## src/rtl/sh4_fpu_unpack_pkg.sv

```systemverilog
// Shared SH4 FPU defines: field widths, exponent constants, unpack FSM states
// and the unpacked-operand record.
package sh4_fpu_unpack_pkg;

  localparam int EXP_W  = 8;
  localparam int FRAC_W = 23;
  localparam int IDX_W  = 4;

  localparam logic [EXP_W-1:0] EXP_ZERO = 8'h00;
  localparam logic [EXP_W-1:0] EXP_MAX  = 8'hFF;

  typedef enum logic [2:0] {
    ST_IDLE  = 3'd0,
    ST_RD_A  = 3'd1,
    ST_RD_B  = 3'd2,
    ST_CAP_B = 3'd3,
    ST_OUT   = 3'd4
  } unpack_state_t;

  typedef struct packed {
    logic              sign;
    logic [EXP_W-1:0]  exp;
    logic [FRAC_W-1:0] frac;
    logic              is_zero;
    logic              is_inf;
    logic              is_nan;
    logic              is_denorm;
  } fp_unpacked_t;

endpackage

```

## src/rtl/sh4_fpu_unpack_classify.sv

```systemverilog
// Splits an IEEE-754 single into sign/exponent/fraction and a one-hot-or-none
// class; denormals are flushed to signed zero when dn is set.
module sh4_fpu_classify
  import sh4_fpu_unpack_pkg::*;
(
  input  logic [31:0]       word,
  input  logic              dn,
  output logic              sign,
  output logic [EXP_W-1:0]  exp,
  output logic [FRAC_W-1:0] frac,
  output logic              is_zero,
  output logic              is_inf,
  output logic              is_nan,
  output logic              is_denorm
);

  logic [EXP_W-1:0]  exp_in;
  logic [FRAC_W-1:0] frac_in;

  assign exp_in  = word[FRAC_W +: EXP_W];
  assign frac_in = word[FRAC_W-1:0];

  // NaN payloads pass through untouched so downstream can test frac[22] for sNaN.
  always_comb begin
    sign      = word[31];
    exp       = exp_in;
    frac      = frac_in;
    is_zero   = 1'b0;
    is_inf    = 1'b0;
    is_nan    = 1'b0;
    is_denorm = 1'b0;
    if (exp_in == EXP_ZERO) begin
      if (frac_in == '0) begin
        is_zero = 1'b1;
      end else if (dn) begin
        is_zero = 1'b1;
        frac    = '0;
      end else begin
        is_denorm = 1'b1;
      end
    end else if (exp_in == EXP_MAX) begin
      if (frac_in == '0) is_inf = 1'b1;
      else               is_nan = 1'b1;
    end
  end

endmodule

```

## src/rtl/sh4_fpu_unpack.sv

```systemverilog
// Operand fetch/unpack stage: reads FR[A] then FR[B] from a one-cycle-latency
// register file, classifies each word and presents both until o_ready.
module sh4_fpu_unpack
  import sh4_fpu_unpack_pkg::*;
(
  input  logic              clk,
  input  logic              rst,
  input  logic              req_valid,
  output logic              req_ready,
  input  logic [IDX_W-1:0]  req_a_idx,
  input  logic [IDX_W-1:0]  req_b_idx,
  input  logic              req_dn,
  input  logic              flush,
  output logic              rf_ren,
  output logic [IDX_W-1:0]  rf_raddr,
  input  logic [31:0]       rf_rdata,
  output logic              o_valid,
  input  logic              o_ready,
  output logic              a_sign,
  output logic [EXP_W-1:0]  a_exp,
  output logic [FRAC_W-1:0] a_frac,
  output logic              a_is_zero,
  output logic              a_is_inf,
  output logic              a_is_nan,
  output logic              a_is_denorm,
  output logic              b_sign,
  output logic [EXP_W-1:0]  b_exp,
  output logic [FRAC_W-1:0] b_frac,
  output logic              b_is_zero,
  output logic              b_is_inf,
  output logic              b_is_nan,
  output logic              b_is_denorm
);

  unpack_state_t    state;
  logic [IDX_W-1:0] a_idx_q;
  logic [IDX_W-1:0] b_idx_q;
  logic             dn_q;
  fp_unpacked_t     cls;
  fp_unpacked_t     a_q;
  fp_unpacked_t     b_q;

  sh4_fpu_classify u_classify (
    .word      (rf_rdata),
    .dn        (dn_q),
    .sign      (cls.sign),
    .exp       (cls.exp),
    .frac      (cls.frac),
    .is_zero   (cls.is_zero),
    .is_inf    (cls.is_inf),
    .is_nan    (cls.is_nan),
    .is_denorm (cls.is_denorm)
  );

  // Handshake and RF outputs are flops loaded with the value of the state being
  // entered, so none of them has a combinational path from any input.
  always_ff @(posedge clk or posedge rst) begin
    if (rst) begin
      state     <= ST_IDLE;
      req_ready <= 1'b1;
      rf_ren    <= 1'b0;
      rf_raddr  <= '0;
      o_valid   <= 1'b0;
      a_idx_q   <= '0;
      b_idx_q   <= '0;
      dn_q      <= 1'b0;
      a_q       <= '0;
      b_q       <= '0;
    end else if (flush) begin
      state     <= ST_IDLE;
      req_ready <= 1'b1;
      rf_ren    <= 1'b0;
      rf_raddr  <= '0;
      o_valid   <= 1'b0;
    end else begin
      case (state)
        ST_IDLE: begin
          if (req_valid) begin
            a_idx_q   <= req_a_idx;
            b_idx_q   <= req_b_idx;
            dn_q      <= req_dn;
            state     <= ST_RD_A;
            req_ready <= 1'b0;
            rf_ren    <= 1'b1;
            rf_raddr  <= req_a_idx;
          end
        end
        ST_RD_A: begin
          state    <= ST_RD_B;
          rf_raddr <= b_idx_q;
        end
        // rf_rdata now carries FR[A], requested during RD_A.
        ST_RD_B: begin
          a_q      <= cls;
          state    <= ST_CAP_B;
          rf_ren   <= 1'b0;
          rf_raddr <= '0;
        end
        ST_CAP_B: begin
          b_q     <= cls;
          state   <= ST_OUT;
          o_valid <= 1'b1;
        end
        ST_OUT: begin
          if (o_ready) begin
            state     <= ST_IDLE;
            o_valid   <= 1'b0;
            req_ready <= 1'b1;
          end
        end
        default: begin
          state     <= ST_IDLE;
          req_ready <= 1'b1;
          rf_ren    <= 1'b0;
          rf_raddr  <= '0;
          o_valid   <= 1'b0;
        end
      endcase
    end
  end

  assign a_sign      = a_q.sign;
  assign a_exp       = a_q.exp;
  assign a_frac      = a_q.frac;
  assign a_is_zero   = a_q.is_zero;
  assign a_is_inf    = a_q.is_inf;
  assign a_is_nan    = a_q.is_nan;
  assign a_is_denorm = a_q.is_denorm;
  assign b_sign      = b_q.sign;
  assign b_exp       = b_q.exp;
  assign b_frac      = b_q.frac;
  assign b_is_zero   = b_q.is_zero;
  assign b_is_inf    = b_q.is_inf;
  assign b_is_nan    = b_q.is_nan;
  assign b_is_denorm = b_q.is_denorm;

endmodule

```

## config.mk

```make
export PLATFORM = sky130hd
export DESIGN_NAME = sh4_fpu_unpack
export DESIGN_NICKNAME = d
export VERILOG_FILES = /design/src/rtl/sh4_fpu_unpack_pkg.sv /design/src/rtl/sh4_fpu_unpack_classify.sv /design/src/rtl/sh4_fpu_unpack.sv
export SDC_FILE = /design/constraint.sdc
export NUM_CORES = 1
export LEC_CHECK = 0
export ABC_AREA = 1
export BUFFER_PORTS_ARGS = -buffer_cell sky130_fd_sc_hd__buf_2
export CORE_MARGIN = 2
export CORE_UTILIZATION = 50
export DETAILED_ROUTE_END_ITERATION = 10
export PLACE_DENSITY = 0.83
export SYNTH_ARGS = -nofsm -noshare
export SYNTH_HDL_FRONTEND = slang
export SYNTH_SLANG_ARGS = --single-unit
```

## constraint.sdc

```tcl
create_clock -name clk -period 7.4 [get_ports clk]
set_clock_uncertainty 0.15 [all_clocks]
set_input_delay 2.22 -clock clk [delete_from_list [all_inputs] [get_ports clk]]
set_output_delay 2.22 -clock clk [all_outputs]
set_load 0.02 [all_outputs]
```

==> results of run 1 <==
layout make-up:
| type | count | area [sq um] | area share |
|---|---|---|---|
| sequential | 87 | 2180 | 0.469 |
| multi-input combinational | 305 | 1350 | 0.291 |
| timing repair buffer | 125 | 628 | 0.135 |
| inverter | 48 | 184 | 0.0396 |
| clock buffer | 13 | 159 | 0.0342 |
| tap | 102 | 128 | 0.0275 |
| clock inverter | 3 | 17.5 | 0.00377 |
sequential cells by signal, indices dropped and copies added (netlist names), 3 cells and up:
| signal | count |
|---|---|
| b_frac | 23 |
| a_frac | 23 |
| b_exp | 8 |
| a_exp | 8 |
| b_idx_q | 4 |
| state | 3 |
| rf_raddr | 4 |
routing by layer:
layer,routed length [um],vias to the layer above
met3,653,10
met1,3920,1581
met2,4170,124
li1,-,1646
met5,0,-
met4,95,0
power groups by stage:
stage	logic [mW]	clock network, mW	registers, mW
3_3_place_gp	0.571	0	0.739
3_5_place_dp	0.585	0	0.741
6_report	0.578	0.297	0.737
5_1_grt	0.632	0.324	0.755
2_1_floorplan	0.192	0	0.914
4_1_cts	0.586	0.304	0.737
kinds of logic after synthesis:
family | count (synthesis) | share of synthesized area
AND/OR/NAND/NOR | 244 | 0.256
flip-flops | 87 | 0.565
buffers and inverters | 66 | 0.0831
AO/OA/AOI/OAI | 61 | 0.0958
critical path, cell delays in order:
cell     delay [ps]
buf_2           130
nor2_4          160
nand2_2         510
inv_2           580
nand4_1         150
nand2_1          80
cells in the mapped netlist (3+ instances only):
| cell | count |
|---|---|
| o21ai_0 | 23 |
| buf_6 | 7 |
| nand4_1 | 6 |
| inv_1 | 45 |
| buf_4 | 3 |
| buf_2 | 5 |
| clkbuf_1 | 3 |
| dfrtp_1 | 86 |
| nor2_1 | 23 |
| a21oi_1 | 22 |
| nand3_1 | 11 |
| a21oi_2 | 6 |
| nand2_1 | 197 |
| o21ai_2 | 9 |
worst min-delay path by stage:
stage	slack [ps]	cells past startpoint	to	start
2_1_floorplan	330	2	b_idx_q[0]	b_idx_q[0]
3_3_place_gp	300	2	o_valid	o_valid
3_5_place_dp	310	2	a_frac[8]	a_frac[8]
4_1_cts	330	2	b_is_zero	b_is_zero
5_1_grt	350	2	a_frac[14]	a_frac[14]
6_report	330	2	a_exp[1]	a_exp[1]
cell usage in the layout (no fill, tap or decap), drive strengths merged:
cell type / n
nand2: 199
buf: 125
dfrtp: 86
inv: 47
o21ai: 32
a21oi: 28
nor2: 27
clkbuf: 13
nand3: 11
nand4: 6
clkinv: 3
nor3: 1
o211ai: 1
clkinvlp: 1
dfstp: 1
==> impl_metrics.tcl, run 1 <==
set metrics [dict create \
    max-slew-margin-rel 0.371 \
    cts_sinks 87 \
    overflow 0 \
    p_int_mw 0.968 \
    place.gp.congestion 0.776 \
    synth_nets 504 \
    diodes 0 \
    grt_use_total 0.220 \
    busiest_layer "met2" \
    leakagePower_nw 2.74 \
    hold_path_class "flop to flop" \
    setup.worst_path.start_class "input pin" \
    fin_ws_ps 3680 \
    h-tree-depth 3 \
    dp_cells 667 \
    cts_buffers 9 \
    power_frac_comb 0.358 \
    nets 622 \
    end_kind "flop" \
    clockBufferDepth 2 \
    crit_end "b_is_denorm" \
    synth_flop_cell "dfrtp_1" \
    switching_power_mw 0.644 \
    grtUsageMet3 0.0526 \
    final_core_util 0.611 \
    antenna_found_initial 0 \
    ir_drop_mv 0.188 \
    grt_max_degree 56 \
    ctsResizeCount 0 \
    post_cts_buffers 0 \
    synth_seq_area_share 0.565 \
    worstSkewPairLatency_ps 340 \
    first_global_vias 3202 \
    syn-cell-area_sq_um 3850 \
    startpoint "flush" \
    rows 32 \
    drv_slew 0 \
    regToRegEndpoint "b_is_denorm" \
    synth_top_area_share 0.559 \
    seqPwrFrac 0.457 \
    synth_warnings 0 \
    die_h_um 91.8 \
    drt-initial-drc-count 132 \
    arrival_ps 3850 \
    worst_pin_slew_ps 944 \
    fin_cells 683 \
    async_reset_ff_frac 1.00 \
    dieArea_sq_um 8420 \
    yosys-top-cells-area "dfrtp_1 56%, nand2_1 19%, inv_1 4.4%, o21ai_0 3.0%, a21oi_1 2.9%" \
    die_w_um 91.8 \
    ys_types 23 \
    dr.pass1.iters 4 \
    p_clk_frac 0.184 \
    routedWlPerCell_um 12.9 \
    post-route-min-period_ps 3720 \
    crit_fanout 50 \
    finalInstanceArea_sq_um 4650 \
    worstRegToRegCells 5 \
    drt_wl_total_um 8840 \
    rsz0062_at_grt "false" \
    outcome "finished clean" \
    dp_hpwl_um 6200 \
    area_growth_pct 20.7 \
    syn_inst 458 \
    powerDensity_nw_per_um2 347 \
    critical_path_required_ps 7520 \
    clock.fmax_ghz 0.269 \
    synth_area_leader_cell "dfrtp_1" \
    grt_pass1_wl_um 14900 \
    synth.avg_cell_area_sq_um 8.41 \
    whs_ps 331 \
    drive_above_1_share 0.286 \
    top_level_ports 125 \
    switching_share 0.399 \
    met2_usage 0.351 \
    vias_per_cell 4.92 \
    initial_core_util 0.506 \
    core-area_sq_um 7610 \
    io_buffers 124 \
    hold_viol 0 \
    ant_nets 0 \
    power.total_mw 1.61 \
    yosys_register_bits 87 \
    cts_hold_buf 0 \
    dpl_worst_slack_ps 3300 \
    grtUsageMet1 0.297 \
    synth-edff-count 0 \
    clkSlewWorstSetupHoldPaths_ps 80 \
    drv_cap 0 \
    drc 0 \
    vias 3361 \
    r2r_start "state[2]" \
    dpl_cell_area_sq_um 4470 \
    r2r_setup_slack_ps 5270 \
    tritoncts "done" \
    n_fill_cell 707 \
    post-route-period-util 0.503 \
    crit_type "input pin to flop" \
    finalSetupTns_ps 0 \
    cts_root_buffer "clkbuf_8" \
    finalSetupViolations 0 \
]
Note: power is estimated with default switching activity, not from simulation.
==> run 2: changes to the inputs <==
- CORE_UTILIZATION: 50 -> 46
- PLACE_DENSITY: 0.83 -> 0.8
- clock period: 7.4 -> 3.1 ns (I/O delays scaled with it)
==> run 2 against run 1 <==
Largest power group unchanged. Highest routed layer unchanged. Final area grew 2.2%. Critical endpoint is now req_ready. Combinational power is 140% higher. Hold slack worse by 2.7 ps. Total power grew to 2.5 times the previous value.
==> impl_metrics.tcl, run 2 (synthesized netlist as in run 1, its figures left out) <==
set metrics [dict create \
    outcome "finished clean" \
    ant_nets 0 \
    h-tree-depth 3 \
    core-area_sq_um 8180 \
    dp_hpwl_um 6500 \
    overflow 0 \
    drt_wl_total_um 9200 \
    diodes 0 \
    power_frac_comb 0.344 \
    finalSetupTns_ps 0 \
    final_common_cell "nand2_1" \
    routedWlPerCell_um 13.3 \
    die_h_um 95.5 \
    switching_power_mw 1.56 \
    powerDensity_nw_per_um2 849 \
    grt_pass1_wl_um 15000 \
    ctsResizeCount 0 \
    power.total_mw 4.04 \
    drv_cap 0 \
    seqPwrFrac 0.435 \
    crit_fanout 2 \
    io_buffers 124 \
    ir_drop_mv 0.402 \
    cts_root_buffer "clkbuf_8" \
    hold_path_class "flop to flop" \
    drc 0 \
    rows 33 \
    place.gp.congestion 0.781 \
    dr.pass1.iters 4 \
    antenna_found_initial 0 \
    post-route-min-period_ps 2100 \
    final_cell_mix "197 x nand2_1, 124 x buf_2, 86 x dfrtp_1, 44 x inv_1" \
    tritoncts "done" \
    hold_viol 0 \
    slowest_stage "dfstp_2" \
    drv_slew 0 \
    whs_ps 328 \
    p_clk_frac 0.221 \
    end_kind "output port" \
    cts_sinks 87 \
    r2r_start "dn_q" \
    post-route-period-util 0.679 \
    nets 626 \
    die_w_um 95.5 \
    finalSetupViolations 0 \
    switching_share 0.386 \
    top_level_ports 125 \
    crit_type "flop to output port" \
    arrival_ps 1020 \
    clkSlewWorstSetupHoldPaths_ps 80 \
    post_cts_buffers 0 \
    worst_pin_slew_ps 991 \
    leakagePower_nw 2.78 \
    startpoint "req_ready" \
    grt_max_degree 48 \
    vias_per_cell 4.87 \
    final_core_util 0.581 \
    cp_top_family "flip-flops" \
    worstSkewPairLatency_ps 330 \
    p_int_mw 2.48 \
    critical_path_required_ps 2020 \
    path_cells "buf_2" \
    drt-initial-drc-count 126 \
    cpPeakStageDelay_ps 540 \
    worst-path-buf-inv 1 \
    first_global_vias 3309 \
    initial_core_util 0.471 \
    clock.fmax_ghz 0.475 \
    grt_use_total 0.212 \
    n_fill_cell 758 \
    clockBufferDepth 2 \
    setup.worst_path.start_class "flop" \
    area_growth_pct 23.4 \
    vias 3360 \
    cts_hold_buf 0 \
    drive_above_1_share 0.294 \
    cts_buffers 9 \
    max-slew-margin-rel 0.339 \
    rsz0062_at_grt "false" \
    hp-start "o_valid" \
    dieArea_sq_um 9120 \
]
run 2: worst paths after layout:
check / endpoint / slack, ps / cells after the start
hold / removal: o_valid / 330 / 2
min in group asynchronous: a_frac[10] / 390 / 2
hold reg to reg: o_valid / 330 / 2
max in group asynchronous: a_frac[13] / 1740 / 3
setup reg to reg: a_is_zero / 1340 / 4
setup / recovery: req_ready / 1000 / 1
run 2: metal layers:
metal	global-route usage	up-vias	share of wire
met5	0	-	0
met1	0.269	1596	0.44
met3	0.0593	5	0.065
met4	0.0631	0	0.0049
li1	-	1656	-
met2	0.356	103	0.49
run 2: metrics by stage:
step / setup slack, ps / area (sq um) / std cells
final: 996 / 4750 / 690
after global routing: 957 / 4750 / 690
after CTS: 979 / 4750 / 690
after detailed placement: 740 / 4520 / 674
after global placement: 772 / 4520 / 674
after floorplan: 1010 / 3860 / 458
run 2: power groups by stage:
stage | Sequential [mW] | Clock [mW] | Combinational (mW)
floorplan | 2.18 | 0 | 0.458
global placement | 1.76 | 0 | 1.38
detailed placement | 1.77 | 0 | 1.41
CTS | 1.76 | 0.913 | 1.41
global route | 1.80 | 0.955 | 1.54
finish | 1.76 | 0.892 | 1.39
run 2: cell type report:
| type | count | area [sq um] | share of cell area |
|---|---|---|---|
| Sequential cell | 87 | 2180 | 0.458 |
| Multi-Input combinational cell | 305 | 1350 | 0.285 |
| Timing Repair Buffer | 129 | 671 | 0.141 |
| Inverter | 48 | 186 | 0.0392 |
| Clock buffer | 11 | 151 | 0.0319 |
| Tap cell | 105 | 131 | 0.0276 |
| Clock inverter | 5 | 80.1 | 0.0169 |
